**config.mk**
```make
export PLATFORM = sky130hd
export DESIGN_NAME = decode_queue
export DESIGN_NICKNAME = d
export VERILOG_FILES = /design/src/rtl/decode_queue_pkg.sv /design/src/rtl/decode_queue_instr_queue.sv /design/src/rtl/decode_queue.sv
export SDC_FILE = /design/constraint.sdc
export NUM_CORES = 1
export LEC_CHECK = 0
export BUFFER_PORTS_ARGS = -buffer_cell sky130_fd_sc_hd__buf_4
export CORE_MARGIN = 2
export CORE_UTILIZATION = 40
export CTS_BUF_LIST = sky130_fd_sc_hd__clkbuf_16
export DETAILED_ROUTE_END_ITERATION = 8
export PLACE_DENSITY = 0.67
export SKIP_CTS_REPAIR_TIMING = 1
export SYNTH_ARGS = -nofsm -noshare
export SYNTH_HDL_FRONTEND = slang
export SYNTH_SLANG_ARGS = --single-unit
```
**constraint.sdc**
```tcl
create_clock -name clk -period 7.97 [get_ports clk]
set_clock_uncertainty 0.05 [all_clocks]
set_input_delay 0 -clock clk [delete_from_list [all_inputs] [get_ports clk]]
set_output_delay 0 -clock clk [all_outputs]
set_load 0.01 [all_outputs]
```
**src/rtl/decode_queue_pkg.sv**
```systemverilog
// Shared rv32i decode types: opcodes, funct3 encodings, ALU ops and the decoded micro-op.
// Consumed by decode_queue and instr_queue.
package decode_queue_pkg;

    localparam int unsigned XLEN  = 32;
    localparam int unsigned REG_W = 5;

    typedef enum logic [6:0] {
        op_lui   = 7'b0110111,
        op_auipc = 7'b0010111,
        op_jal   = 7'b1101111,
        op_jalr  = 7'b1100111,
        op_br    = 7'b1100011,
        op_load  = 7'b0000011,
        op_store = 7'b0100011,
        op_imm   = 7'b0010011,
        op_reg   = 7'b0110011,
        op_csr   = 7'b1110011
    } rv32i_opcode;

    typedef enum logic [2:0] {
        add  = 3'b000,
        sll  = 3'b001,
        slt  = 3'b010,
        sltu = 3'b011,
        axor = 3'b100,
        sr   = 3'b101,
        aor  = 3'b110,
        aand = 3'b111
    } arith_funct3_t;

    typedef enum logic [2:0] {
        beq  = 3'b000,
        bne  = 3'b001,
        blt  = 3'b100,
        bge  = 3'b101,
        bltu = 3'b110,
        bgeu = 3'b111
    } branch_funct3_t;

    typedef enum logic [2:0] {
        alu_add = 3'b000,
        alu_sll = 3'b001,
        alu_sra = 3'b010,
        alu_sub = 3'b011,
        alu_xor = 3'b100,
        alu_srl = 3'b101,
        alu_or  = 3'b110,
        alu_and = 3'b111
    } alu_ops;

    typedef enum logic [2:0] {
        md_mul    = 3'b000,
        md_mulh   = 3'b001,
        md_mulhsu = 3'b010,
        md_mulhu  = 3'b011,
        md_div    = 3'b100,
        md_divu   = 3'b101,
        md_rem    = 3'b110,
        md_remu   = 3'b111
    } muldiv_op_t;

    localparam logic [6:0] F7_BASE   = 7'b0000000;
    localparam logic [6:0] F7_ALT    = 7'b0100000;
    localparam logic [6:0] F7_MULDIV = 7'b0000001;

    typedef struct packed {
        logic [XLEN-1:0] pc;
        logic [XLEN-1:0] instr;
    } q_entry_t;

    typedef struct packed {
        logic [XLEN-1:0]  pc;
        logic [XLEN-1:0]  instr;
        alu_ops           aluop;
        branch_funct3_t   cmpop;
        logic [REG_W-1:0] rs1_addr;
        logic [REG_W-1:0] rs2_addr;
        logic [REG_W-1:0] rd_addr;
        logic             illegal;
        logic             muldiv;
        muldiv_op_t       muldiv_op;
    } de_uop_t;

endpackage

```
**src/rtl/decode_queue_instr_queue.sv**
```systemverilog
// DEPTH-entry FIFO of {pc, instr}; flush empties it in one cycle.
module instr_queue
    import decode_queue_pkg::*;
#(
    parameter int unsigned DEPTH = 4
) (
    input  logic     clk,
    input  logic     rst_n,
    input  logic     flush,
    input  logic     push,
    input  q_entry_t push_data,
    input  logic     pop,
    output q_entry_t head,
    output logic     full,
    output logic     empty
);

    localparam int unsigned PTR_W = $clog2(DEPTH);
    localparam int unsigned CNT_W = PTR_W + 1;

    q_entry_t         mem [DEPTH];
    logic [PTR_W-1:0] wr_ptr;
    logic [PTR_W-1:0] rd_ptr;
    logic [CNT_W-1:0] count;
    logic             do_push;
    logic             do_pop;

    assign do_push = push & ~full & ~flush;
    assign do_pop  = pop & ~empty & ~flush;

    // Pointers wrap naturally since DEPTH is a power of two.
    always_ff @(posedge clk) begin
        if (!rst_n || flush) begin
            wr_ptr <= '0;
            rd_ptr <= '0;
            count  <= '0;
        end else begin
            if (do_push) wr_ptr <= wr_ptr + PTR_W'(1);
            if (do_pop)  rd_ptr <= rd_ptr + PTR_W'(1);
            count <= count + CNT_W'(do_push) - CNT_W'(do_pop);
        end
    end

    always_ff @(posedge clk) begin
        if (do_push) mem[wr_ptr] <= push_data;
    end

    assign head  = mem[rd_ptr];
    assign full  = (count == CNT_W'(DEPTH));
    assign empty = (count == '0);

endmodule

```
**src/rtl/decode_queue.sv**
```systemverilog
// Decode stage with built-in instruction queue, valid/ready on both sides, RVFI order counter.
// Define RV32M_EN to decode the M-extension (funct7=0000001) as muldiv micro-ops.
module decode_queue
    import decode_queue_pkg::*;
#(
    parameter int unsigned     DEPTH    = 4,
    parameter int unsigned     ORDER_W  = 64,
    parameter logic [XLEN-1:0] RESET_PC = 32'h1eceb000
) (
    input  logic               clk,
    input  logic               rst_n,
    input  logic               flush,
    input  logic               in_valid,
    output logic               in_ready,
    input  logic [XLEN-1:0]    in_pc,
    input  logic [XLEN-1:0]    in_instr,
    output logic [REG_W-1:0]   rs1_s,
    output logic [REG_W-1:0]   rs2_s,
    output logic               out_valid,
    input  logic               out_ready,
    output de_uop_t            out_uop,
    output logic [ORDER_W-1:0] out_order
);

    q_entry_t       in_entry;
    q_entry_t       head;
    logic           full;
    logic           empty;
    logic           push;
    logic           load;
    rv32i_opcode    opcode;
    logic [2:0]     funct3;
    logic [6:0]     funct7;
    logic [REG_W-1:0] rs1;
    logic [REG_W-1:0] rs2;
    logic [REG_W-1:0] rd;
    alu_ops         arith_alu;
    branch_funct3_t arith_cmp;
    de_uop_t        dec;

    assign in_entry = '{pc: in_pc, instr: in_instr};
    assign in_ready = ~full;
    assign push     = in_valid & in_ready & ~flush;
    assign load     = ~empty & (~out_valid | out_ready) & ~flush;

    instr_queue #(.DEPTH(DEPTH)) u_queue (
        .clk       (clk),
        .rst_n     (rst_n),
        .flush     (flush),
        .push      (push),
        .push_data (in_entry),
        .pop       (load),
        .head      (head),
        .full      (full),
        .empty     (empty)
    );

    assign opcode = rv32i_opcode'(head.instr[6:0]);
    assign funct3 = head.instr[14:12];
    assign funct7 = head.instr[31:25];
    assign rs1    = head.instr[19:15];
    assign rs2    = head.instr[24:20];
    assign rd     = head.instr[11:7];

    assign rs1_s = empty ? '0 : rs1;
    assign rs2_s = empty ? '0 : rs2;

    // ALU/compare selection shared by register-immediate and register-register ops.
    always_comb begin
        arith_alu = alu_ops'(funct3);
        arith_cmp = beq;
        case (arith_funct3_t'(funct3))
            slt: begin
                arith_alu = alu_add;
                arith_cmp = blt;
            end
            sltu: begin
                arith_alu = alu_add;
                arith_cmp = bltu;
            end
            sr:  arith_alu = head.instr[30] ? alu_sra : alu_srl;
            add: arith_alu = (opcode == op_reg && head.instr[30]) ? alu_sub : alu_add;
            default: ;
        endcase
    end

    always_comb begin
        dec       = '0;
        dec.pc    = head.pc;
        dec.instr = head.instr;
        case (opcode)
            op_lui, op_auipc, op_jal: dec.rd_addr = rd;
            op_jalr, op_load: begin
                dec.rs1_addr = rs1;
                dec.rd_addr  = rd;
            end
            op_br: begin
                dec.rs1_addr = rs1;
                dec.rs2_addr = rs2;
                dec.cmpop    = branch_funct3_t'(funct3);
            end
            op_store: begin
                dec.rs1_addr = rs1;
                dec.rs2_addr = rs2;
            end
            op_imm: begin
                dec.rs1_addr = rs1;
                dec.rd_addr  = rd;
                dec.aluop    = arith_alu;
                dec.cmpop    = arith_cmp;
            end
            op_reg: begin
                if (funct7 == F7_BASE || funct7 == F7_ALT) begin
                    dec.rs1_addr = rs1;
                    dec.rs2_addr = rs2;
                    dec.rd_addr  = rd;
                    dec.aluop    = arith_alu;
                    dec.cmpop    = arith_cmp;
`ifdef RV32M_EN
                end else if (funct7 == F7_MULDIV) begin
                    dec.rs1_addr  = rs1;
                    dec.rs2_addr  = rs2;
                    dec.rd_addr   = rd;
                    dec.muldiv    = 1'b1;
                    dec.muldiv_op = muldiv_op_t'(funct3);
`endif
                end else begin
                    dec.illegal = 1'b1;
                end
            end
            default: dec.illegal = 1'b1;
        endcase
    end

    // Output register and order counter; flush drops the held micro-op but still counts its handshake.
    always_ff @(posedge clk) begin
        if (!rst_n) begin
            out_valid  <= 1'b0;
            out_uop    <= '0;
            out_uop.pc <= RESET_PC;
            out_order  <= '0;
        end else begin
            if (out_valid && out_ready) out_order <= out_order + ORDER_W'(1);
            if (flush) begin
                out_valid <= 1'b0;
            end else if (load) begin
                out_valid <= 1'b1;
                out_uop   <= dec;
            end else if (out_ready) begin
                out_valid <= 1'b0;
            end
        end
    end

endmodule

```
* After elaboration in Yosys (flattened, before gate mapping) *
Memories as Yosys holds them, arrays and structs flattened. A register that Yosys moved wholly into a read port is not among the register bits.
Index checks and enable logic that the tools add are counted.

operators by class
  $add $sub $neg = 5
  multipliers = 0
  divide/modulo/power cells = 0
  $lt $le $gt $ge = 0
  equal/unequal tests = 14
  shifts and indexed selects = 0
  mux-type cells = 20
  bitwise logic cells = 14
  reductions and logical operators = 16

operators by type and width
  operator                                                                number
  64-bit by 1-bit adder with 64-bit output (second input constant)        1
  5-bit one-hot mux with 2 select lines                                   3
  7-bit by 6-bit equality test with 1-bit output (second input constant)  4
  7-bit equality test (second input constant)                             3
  21-bit two-way mux                                                      1
  3-bit one-hot mux with 3 select lines                                   2
  7-bit by 5-bit equality test with 1-bit output (second input constant)  2
  3-bit one-hot mux with 2 select lines                                   2
  5-bit two-way mux                                                       2
  1-bit AND                                                               8
  8-bit OR reduction                                                      1
  7-bit by 2-bit equality test with 1-bit output (second input constant)  1
  7-bit zero test                                                         1
  3-bit by 2-bit equality test with 1-bit output (second input constant)  2
  3-bit equality test (second input constant)                             2
  3-bit zero test                                                         2
  2-bit two-way mux                                                       3
  2-bit OR reduction                                                      3
  6-bit OR reduction                                                      1
  1-bit two-way mux                                                       5
  1-bit NOT                                                               5
  5-bit OR reduction                                                      1
  2-bit by 1-bit adder with 2-bit output (second input constant)          2
  3-bit by 1-bit adder with 3-bit output                                  1
  9 further kinds                                                         11

word-level totals
  bits in registers = 158
  latch bits = 0
  memory bits (writable) = 256
  bits in read-only memories = 0
  logic and storage cells = 83
  memories kept = 1

memory list
  memory       depth  bits a word  rd ports  clocked after memory_dff  wr ports  RTL line                        RTL
  u_queue.mem  4      64           1         1                         1         decode_queue_instr_queue.sv:21  q_entry_t mem [DEPTH];

* Depth between registers and ports, before layout *
Gate-level depths: netlist of run 1.

  depth after elaboration = 8
  gate-level depth with buffers = 14
  mapped depth without buffers = 11

* Modules after synthesis *
A second synthesis of run 1 with hierarchy kept.

unflattened totals
  cell total of the unflattened synthesis = 1,166
  area, all modules = 16,077.9 um^2

modules (own cells, without submodules)
  module        times used  cells an instance  area an instance (um^2)
  instr_queue   1           386                9,751.9
  decode_queue  1           780                6,326.1

* Worst setup path after synthesis of run 1 *
OpenSTA, ideal clock, no wires.

  kind = register to register
  start = register out_valid
  end = register u_queue.count[2]
  library setup time = 0.126 ns
  arrival = 2.836 ns
  setup slack = 4.958 ns
  cell stages (with the launch flop) = 15
  cell sequence = dfxtp_1 > and2b_1 > or3_1 > clkbuf_1 > clkinv_1 > clkbuf_1 > buf_1 > ha_1 > inv_1 > ha_1 > inv_1 > fa_1 > xor2_1 > xnor2_1 > nor2_1

between the ends
  longest elaborated chain between the ends = 7

ends and longest elaborated chain
  what                                         RTL line                        RTL
  start: declaration                           decode_queue.sv:19              output logic out_valid,
  start signal: assignment                     decode_queue.sv:138             out_valid <= 1'b0;
  start signal: assignment                     decode_queue.sv:145             out_valid <= 1'b0;
  start signal: assignment                     decode_queue.sv:147             out_valid <= 1'b1;
  1-bit NOT                                    decode_queue.sv:44              assign load = ~empty & (~out_valid | out_ready) & ~flush;
  1-bit OR                                     decode_queue.sv:44
  1-bit AND (2 in a row)                       decode_queue.sv:44
  1-bit AND (2 in a row)                       decode_queue_instr_queue.sv:29  assign do_pop = pop & ~empty & ~flush;
  via u_queue.do_pop                           decode_queue_instr_queue.sv:26  logic do_pop;
  3-bit by 1-bit subtractor with 3-bit output  decode_queue_instr_queue.sv:40  count <= count + CNT_W'(do_push) - CNT_W'(do_pop);
  end signal: assignment                       decode_queue_instr_queue.sv:40
  end: declaration                             decode_queue_instr_queue.sv:24  logic [CNT_W-1:0] count;

The timed path passes the listed nets, and every way through them passes these cells.
A chain may end at the register's enable or synchronous reset.

==> results of run 1 <==
cell type report:
class	instances	area [sq um]
antenna	6	15.01
timing repair buffer	306	2470
sequential	416	10900
fill	3402	19350
clock inverter	39	249.0
tap	525	656.9
inverter	20	77.57
clock buffer	45	1126
multi-input combinational	658	4802
power by group:
| part | switching (W) | leakage [nW] | internal [W] |
|---|---|---|---|
| Sequential | 0.0000248 | 3.62 | 0.00234 |
| Combinational | 0.000175 | 2.72 | 0.000140 |
| Clock | 0.000839 | 0.738 | 0.00109 |
| Total | 0.00104 | 7.08 | 0.00357 |
synthesized netlist by cell type, types with 4 or more instances:
| master | instances | share of area, % |
|---|---|---|
| or3_1 | 6 | 0.23 |
| and3_1 | 6 | 0.23 |
| nor3_1 | 17 | 0.53 |
| nor2_1 | 46 | 1.1 |
| o21ai_0 | 7 | 0.22 |
| inv_1 | 19 | 0.44 |
| and4_1 | 4 | 0.22 |
| xnor2_1 | 19 | 1.0 |
| a22o_1 | 5 | 0.27 |
| o31ai_1 | 27 | 1.3 |
| or4_1 | 36 | 1.7 |
| a21oi_1 | 88 | 2.7 |
| xor2_1 | 10 | 0.55 |
| buf_2 | 8 | 0.25 |
| buf_1 | 6 | 0.14 |
| mux4_2 | 64 | 9.0 |
| clkbuf_1 | 49 | 1.1 |
| nand3_1 | 38 | 1.2 |
| and2_1 | 11 | 0.43 |
| nand2_1 | 168 | 3.9 |
| ha_1 | 7 | 0.55 |
| nand2b_1 | 8 | 0.31 |
| dfxtp_1 | 160 | 20 |
| nor4_1 | 8 | 0.31 |
| a32o_1 | 10 | 0.62 |
| buf_4 | 4 | 0.19 |
| a221o_1 | 5 | 0.31 |
| nand4_1 | 21 | 0.82 |
| nor2b_1 | 14 | 0.55 |
| edfxtp_1 | 256 | 48 |
state kept, by name (all words and copies together), names as in the netlist, named ones only:
register / cells
u_queue.count: 3
u_queue.mem: 256
out_order: 64
out_valid: 1
out_uop: 86
u_queue.wr_ptr: 2
u_queue.rd_ptr: 2
metrics by stage:
step / hold slack, ps / total power (W) / instance area, sq um / std cells
finish: 122.4 / 0.004611 / 20290 / 2015
global route: 110.1 / 0.004780 / 20280 / 2011
CTS: -456.7 / 0.004635 / 19590 / 1940
detailed placement: 154.7 / 0.002698 / 18210 / 1856
global placement: 151.1 / 0.002689 / 18210 / 1856
floorplan: 48.87 / 0.002558 / 16040 / 1163
worst min path at each step:
stage,endpoint,slack [ps],cells past startpoint,start
3_5_place_dp,u_queue.mem[0][25],150,1,in_instr[25]
4_1_cts,u_queue.mem[1][3],-460,1,in_instr[3]
3_3_place_gp,u_queue.mem[2][41],150,1,in_pc[9]
2_1_floorplan,u_queue.mem[0][0],50,0,in_instr[0]
6_report,u_queue.mem[3][15],120,2,in_instr[15]
5_1_grt,u_queue.mem[3][15],110,2,in_instr[15]
logic make-up (layout without fill, tap and decap cells):
group                    after synthesis  after routing  synth area share, %
other                                  1             10              0.02339
XOR/XNOR                              29             29                1.584
AO/OA/AOI/OAI                        157            157                6.229
flip-flops                           416            416                67.94
multiplexers                          68             68                9.249
buffers and inverters                 89            410                2.334
AND/OR/NAND/NOR                      392            392                11.97
adder cells (fa/ha/maj)                8              8               0.6712
metal layers:
metal  vias up  share of wire, %  global-route usage (%)
met5         -             0.034                       0
li1       4961                 -                       -
met4         2               2.0                   6.134
met3        48               6.0                   4.432
met2       315                48                   29.10
met1      5284                44                   23.22
cells in the final DEF, fill, tap and decap left out, types with 5 or more instances in the layout:
master	synthesis	final
dlygate4sd3_1	0	69
nand4_1	21	21
clkbuf_16	0	45
and3_1	6	6
nand3_1	38	38
inv_1	19	35
nand2b_1	8	8
xor2_1	10	10
nor2b_1	14	14
a21oi_1	88	88
nor4_1	8	7
diode_2	0	6
o31ai_1	27	27
o21ai_0	7	7
xnor2_1	19	19
buf_4	4	237
nor3_1	17	16
a22o_1	5	5
nand2_1	168	168
clkinv_2	0	7
edfxtp_1	256	256
mux4_2	64	64
dfxtp_1	160	158
or4_1	36	36
a221o_1	5	5
ha_1	7	7
and2_1	11	7
clkinv_1	1	8
or3_1	6	5
nor2_1	46	45
a32o_1	10	10
==> results.cfg, run 1 <==
[outcome]
outcome = complete, no violations

[power_and_ir_drop]
p_per_area_mw_per_mm2 = 227.2
peakVddDrop_mv = 0.1727
p_leak_nw = 7.076

[clock_network]
cts-buffers-inserted = 45
clk_pin_slew_ps = 60
clk_path_buf_depth = 3
ctsRootBufferMaster = clkbuf_16
clk_latency_ps = 570
cts_tree = built
htreeDepth = 2
cts_sinks = 416

[routing]
drc_errors = 0
drt-pass1-iter-count = 5
drt-initial-drc-count = 716
via_per_inst = 5.266
wl_per_cell_microns = 18.90
totalWireLength_mm = 38.08
drtAntennaViolNets = 0
via_count = 10610

[die]
die_area_sq_mm = 0.04169
rows = 73
die_h_microns = 204.2
die-width_microns = 204.2
core-area_sq_mm = 0.03964
ios = 235
initial_core_util_pct = 40.44

[critical_path]
crit_required_ps = 8430
path_class = flop to flop
crit_path_end_kind = flop
worst_setup_path_start_kind = flop
cp.arrival_ps = 4260
rr_endpoint = out_uop[24]
critical-path-max-stage-delay_ps = 740
slowest_stage = buf_4
cp_max_fo = 38
r2r_cells = 6
reg2reg_slack_ps = 4170
path_delay_family = simple AND/OR/NAND/NOR gates
endpoint = out_uop[24]
critPathBufInv = 1
crit_path_cell_trace = buf_4, mux4_2, nor4bb_1, nand2_1, nor2_1, a32o_1
cp.depth = 6

[timing]
worst_slew_pin_slew_ps = 1058
max_freq_mhz = 263.5
setup_slack_ps = 4175
drv_slew = 0
finalCriticalPeriod_ps = 3795
final.period_utilization_pct = 47.62
grt_setup_unrepaired = false
relSlewSlack_pct = 29.48
finalSetupTns_ps = 0
finalSetupViolCount = 0
hold_violations = 0

[layout]
fin_util_pct = 51.20
area_delta_synth_final_pct = 26.60
final_nets = 1524
layout-drive-gt1-share_pct = 25.47

[placement]
port_buffers = 230
gp_congestion = 0.8317
dp_slack_ps = 4121
dpl.hpwl_mm = 23.43

[job]
cap_violations = 0

[logic_synthesis]
synth-seq-cells = 416
yosys_warnings = 0
seq_area_frac_synth_pct = 67.94
syn-cell-area_sq_mm = 0.01603
yosys_most_used_dff = edfxtp_1
syn_area_per_cell_sq_um = 13.82
synth_cells = 1160
ys_types = 54
async_flop_share_pct = 0
synth_edf_count = 256

[grt]
grt_pass1_vias = 9928
antenna_found_initial = 4
grtUsageTotal_pct = 17.82
grt_max_degree = 68
grt_pass1_wl_mm = 57.01
grt_overflow = 0

[min_path]
hold_class = input port to flop
Note: power is estimated with default switching activity, not from simulation.
==> run 2, diff against run 1 <==
clock period = 3.5 ns   (was 7.97 ns; I/O delays follow)
==> results.cfg, run 2 (synthesis results as in run 1) <==
[outcome]
outcome = complete, no violations

[critical_path]
cp_max_fo = 25
worst_setup_path_start_kind = flop
crit_path_end_kind = flop
reg2reg_slack_ps = 730
rr_endpoint = out_order[56]
cp.arrival_ps = 3210
worstReg2RegStart = out_order[0]
r2r_cells = 6
path_class = flop to flop
crit_required_ps = 3940

[power_and_ir_drop]
clkPwrFrac_pct = 42.4
p_leak_nw = 7.149
p_int_w = 0.008186
power_frac_seq_pct = 50.7
pwr-share-comb_pct = 6.9
power_switching_w = 0.002410
p_per_area_mw_per_mm2 = 517.6
peakVddDrop_mv = 0.4119
swShare_pct = 22.74

[timing]
finalSetupTns_ps = 0
grt_setup_unrepaired = false
worst_slew_pin_slew_ps = 1340
finalSetupViolCount = 0
drv_slew = 0
final.period_utilization_pct = 79.14
finalCriticalPeriod_ps = 2770
hold_violations = 0
relSlewSlack_pct = 10.37
setup_slack_ps = 730.1
whs_ps = 101.2
max_freq_mhz = 361.0

[job]
cap_violations = 0

[min_path]
hold_class = input port to flop
hold_end = u_queue.mem[3][60]
holdPathStages = 2
worstHoldStart = in_pc[28]

[layout]
layout_common_cells = 256 x edfxtp_1, 249 x buf_4, 168 x nand2_1
largestRegisters = u_queue.mem: 256 flops, out_uop: 86 flops, out_order: 64 flops
area_delta_synth_final_pct = 27.69
largest_register_ff_count = 256
regMostFlops = u_queue.mem
final_nets = 1538
stdcell_area_sq_mm = 0.02047
fin_util_pct = 51.64
layout-drive-gt1-share_pct = 26.39
final_common_cell = edfxtp_1

[placement]
gp_congestion = 0.7912
dpl.hpwl_mm = 24.62
port_buffers = 230
dp_slack_ps = 745.0
dpl-instance-area_sq_mm = 0.01836

[routing]
drt-initial-drc-count = 642
via_count = 10590
via_per_inst = 5.229
drtAntennaViolNets = 0
drt-pass1-iter-count = 5
totalWireLength_mm = 37.93
drc_errors = 0
wl_per_cell_microns = 18.72

[die]
die_area_sq_mm = 0.04169
die_h_microns = 204.2
rows = 73
core-area_sq_mm = 0.03964
die-width_microns = 204.2
ios = 235
initial_core_util_pct = 40.44

[clock_network]
clk_path_buf_depth = 3
htreeDepth = 2
cts_sinks = 416
ctsRootBufferMaster = clkbuf_16
clk_pin_slew_ps = 60
cts_tree = built
clk_latency_ps = 590
cts-buffers-inserted = 44

[grt]
grt_pass1_vias = 10060
grt_overflow = 0
antenna_found_initial = 5
grt_max_degree = 82
grtUsageTotal_pct = 17.99
grt_pass1_wl_mm = 57.31
run 2: cell types whose count changed in the layout (fill, tap and decap cells not counted), sizes merged:
cell      before  now
clkbuf        45   44
inv           39   33
buf          237  252
diode          6    4
clkinvlp       1    2
bufinv         2    3
clkinv        17   20
run 2: power groups by stage:
| stage | clock (W) | sequential, W | combinational, W |
|---|---|---|---|
| final | 0.00449 | 0.00537 | 0.000731 |
| after global routing | 0.00481 | 0.00538 | 0.000800 |
| after CTS | 0.00464 | 0.00537 | 0.000676 |
| after detailed placement | 0 | 0.00548 | 0.000675 |
| after global placement | 0 | 0.00547 | 0.000662 |
| after floorplan | 0 | 0.00549 | 0.000332 |
run 2: how the worst max path moves through the flow:
stage	start	endpoint	slack, ps	depth (start not counted)
after floorplan	out_valid	u_queue.count[2]	490	14
after global placement	out_order[0]	out_order[54]	840	6
after detailed placement	out_order[0]	out_order[56]	750	6
after CTS	out_order[0]	out_order[56]	740	6
after global routing	out_order[0]	out_order[62]	560	6
final	out_order[0]	out_order[56]	730	6
run 2: metal layers:
metal	track usage, %	up-vias	routed length [microns]
met5	0	-	22
met4	5.409	4	885
met3	4.735	65	2397
met2	29.32	283	18390
met1	23.64	5268	16240
li1	-	4973	-
run 2: critical path: stages (launching register included):
cell     delay, ps
dfxtp_1        420
ha_1           210
nand3_1        120
or4_1          610
or3_4          560
or4_1          540
a21oi_1        180
run 2: through the flow:
stage | total power (W) | std cells
after global placement | 0.006132 | 1871
after floorplan | 0.005824 | 1163
after CTS | 0.01069 | 1953
after global routing | 0.01099 | 2025
after detailed placement | 0.006152 | 1871
final | 0.01060 | 2026
run 2: final cells by class:
type | count | area (sq um)
fill | 3422 | 19170
sequential | 416 | 10900
multi-input combinational | 658 | 4800
timing repair buffer | 321 | 2620
clock buffer | 44 | 1101
tap | 525 | 656.9
clock inverter | 38 | 305.3
inverter | 20 | 77.57
antenna | 4 | 10.01
==> run 3, diff against run 2 <==
clock period = 2.7 ns   (was 3.5 ns; I/O delays follow)
==> results.cfg, run 3 (synthesis results as in run 1) <==
[routing]
drt-initial-drc-count = 736
via_per_inst = 5.196
drt-pass1-iter-count = 6
via_count = 10610
drtAntennaViolNets = 0
drc_errors = 0
wl_per_cell_microns = 18.89
totalWireLength_mm = 38.55

[critical_path]
worst_setup_path_start_kind = flop
path_delay_family = simple AND/OR/NAND/NOR gates
rr_endpoint = out_order[49]
crit_path_frequent_cell = or4_1
reg2reg_slack_ps = 140
cp.arrival_ps = 2990
slowest_stage = or4_1
r2r_cells = 6
worstReg2RegStart = out_order[18]
critPathBufInv = 1
crit_required_ps = 3130
crit_path_cell_trace = and4_1, nand4_1, or4_1, buf_4, or4_1, a21oi_1
path_class = flop to flop
cp_max_fo = 32
critical-path-max-stage-delay_ps = 530
crit_path_end_kind = flop

[timing]
drv_slew = 0
hold_violations = 0
final.period_utilization_pct = 94.90
worst_slew_pin_slew_ps = 842.8
grt_setup_unrepaired = false
setup_slack_ps = 137.7
finalCriticalPeriod_ps = 2562
max_freq_mhz = 390.3
relSlewSlack_pct = 43.29
finalSetupViolCount = 0

[layout]
fin_util_pct = 52.20
final_common_cell = buf_4
largest_register_ff_count = 256
layout-drive-gt1-share_pct = 27.50
final_nets = 1555
area_delta_synth_final_pct = 29.09
layout_common_cells = 262 x buf_4, 256 x edfxtp_1, 167 x nand2_1
largestRegisters = u_queue.mem: 256 flops, out_uop: 86 flops, out_order: 64 flops
regMostFlops = u_queue.mem

[power_and_ir_drop]
p_per_area_mw_per_mm2 = 666.9
peakVddDrop_mv = 0.5626
total_power_w = 0.01380
p_leak_nw = 7.263

[outcome]
outcome = complete, no violations

[clock_network]
cts_sinks = 416
htreeDepth = 2
cts_tree = built
clk_path_buf_depth = 3
cts-buffers-inserted = 44
ctsRootBufferMaster = clkbuf_16
clk_latency_ps = 590
clk_pin_slew_ps = 60

[die]
ios = 235
rows = 73
core-area_sq_mm = 0.03964
die-width_microns = 204.2
die_h_microns = 204.2
die_area_sq_mm = 0.04169
initial_core_util_pct = 40.44

[grt]
grt_pass1_wl_mm = 57.30
grt_max_degree = 71
grt_pass1_vias = 9916
grtUsageTotal_pct = 17.94
antenna_found_initial = 4
grt_overflow = 0

[placement]
dp_slack_ps = 43.46
gp_congestion = 0.8170
port_buffers = 230
dpl.hpwl_mm = 24.23

[job]
cap_violations = 0

[min_path]
hold_class = input port to flop
worstHoldStart = in_pc[3]
holdPathStages = 2
hold_end = u_queue.mem[2][35]
run 3: routing by layer:
metal / GRT usage [%] / part of all wire [%] / vias to the layer above
met4: 5.461 / 2.2 / 2
met1: 24.13 / 44 / 5245
met5: 0 / 0.031 / -
met3: 4.799 / 5.9 / 59
met2: 28.52 / 48 / 284
li1: - / - / 5016
run 3: where the power goes:
part           internal, W  switching (W)  total, W
logic             0.000448       0.000541  0.000989
clock network      0.00337        0.00248   0.00585
registers          0.00690      0.0000646   0.00696
run 3: area by class of cell:
cell class,count,area (sq um)
Clock buffer,44,1101
Tap cell,525,656.9
Sequential cell,416,10900
Antenna cell,3,7.507
Clock inverter,37,316.6
Fill cell,3358,18950
Inverter,20,77.57
Multi-Input combinational cell,659,4836
Timing Repair Buffer,337,2800
run 3: worst max-delay path by stage:
stage,start,to,slack (ps),depth (start not counted)
2_1_floorplan,u_queue.count[1],u_queue.count[2],-110,14
3_3_place_gp,out_order[0],out_order[54],120,6
3_5_place_dp,flop,out_uop[24],40,7
4_1_cts,flop,out_uop[19],1,7
5_1_grt,out_order[0],out_order[58],10,6
6_report,out_order[18],out_order[49],140,6
run 3: through the flow:
step,area [sq um],setup TNS [ps],instances,hold WS [ps]
detailed placement,18510,0,1886,153.4
CTS,19930,0,1967,-469.2
finish,20690,0,2041,109.4
global route,20690,0,2040,97.02
global placement,18510,0,1886,149.9
floorplan,16050,-107.9,1163,48.87
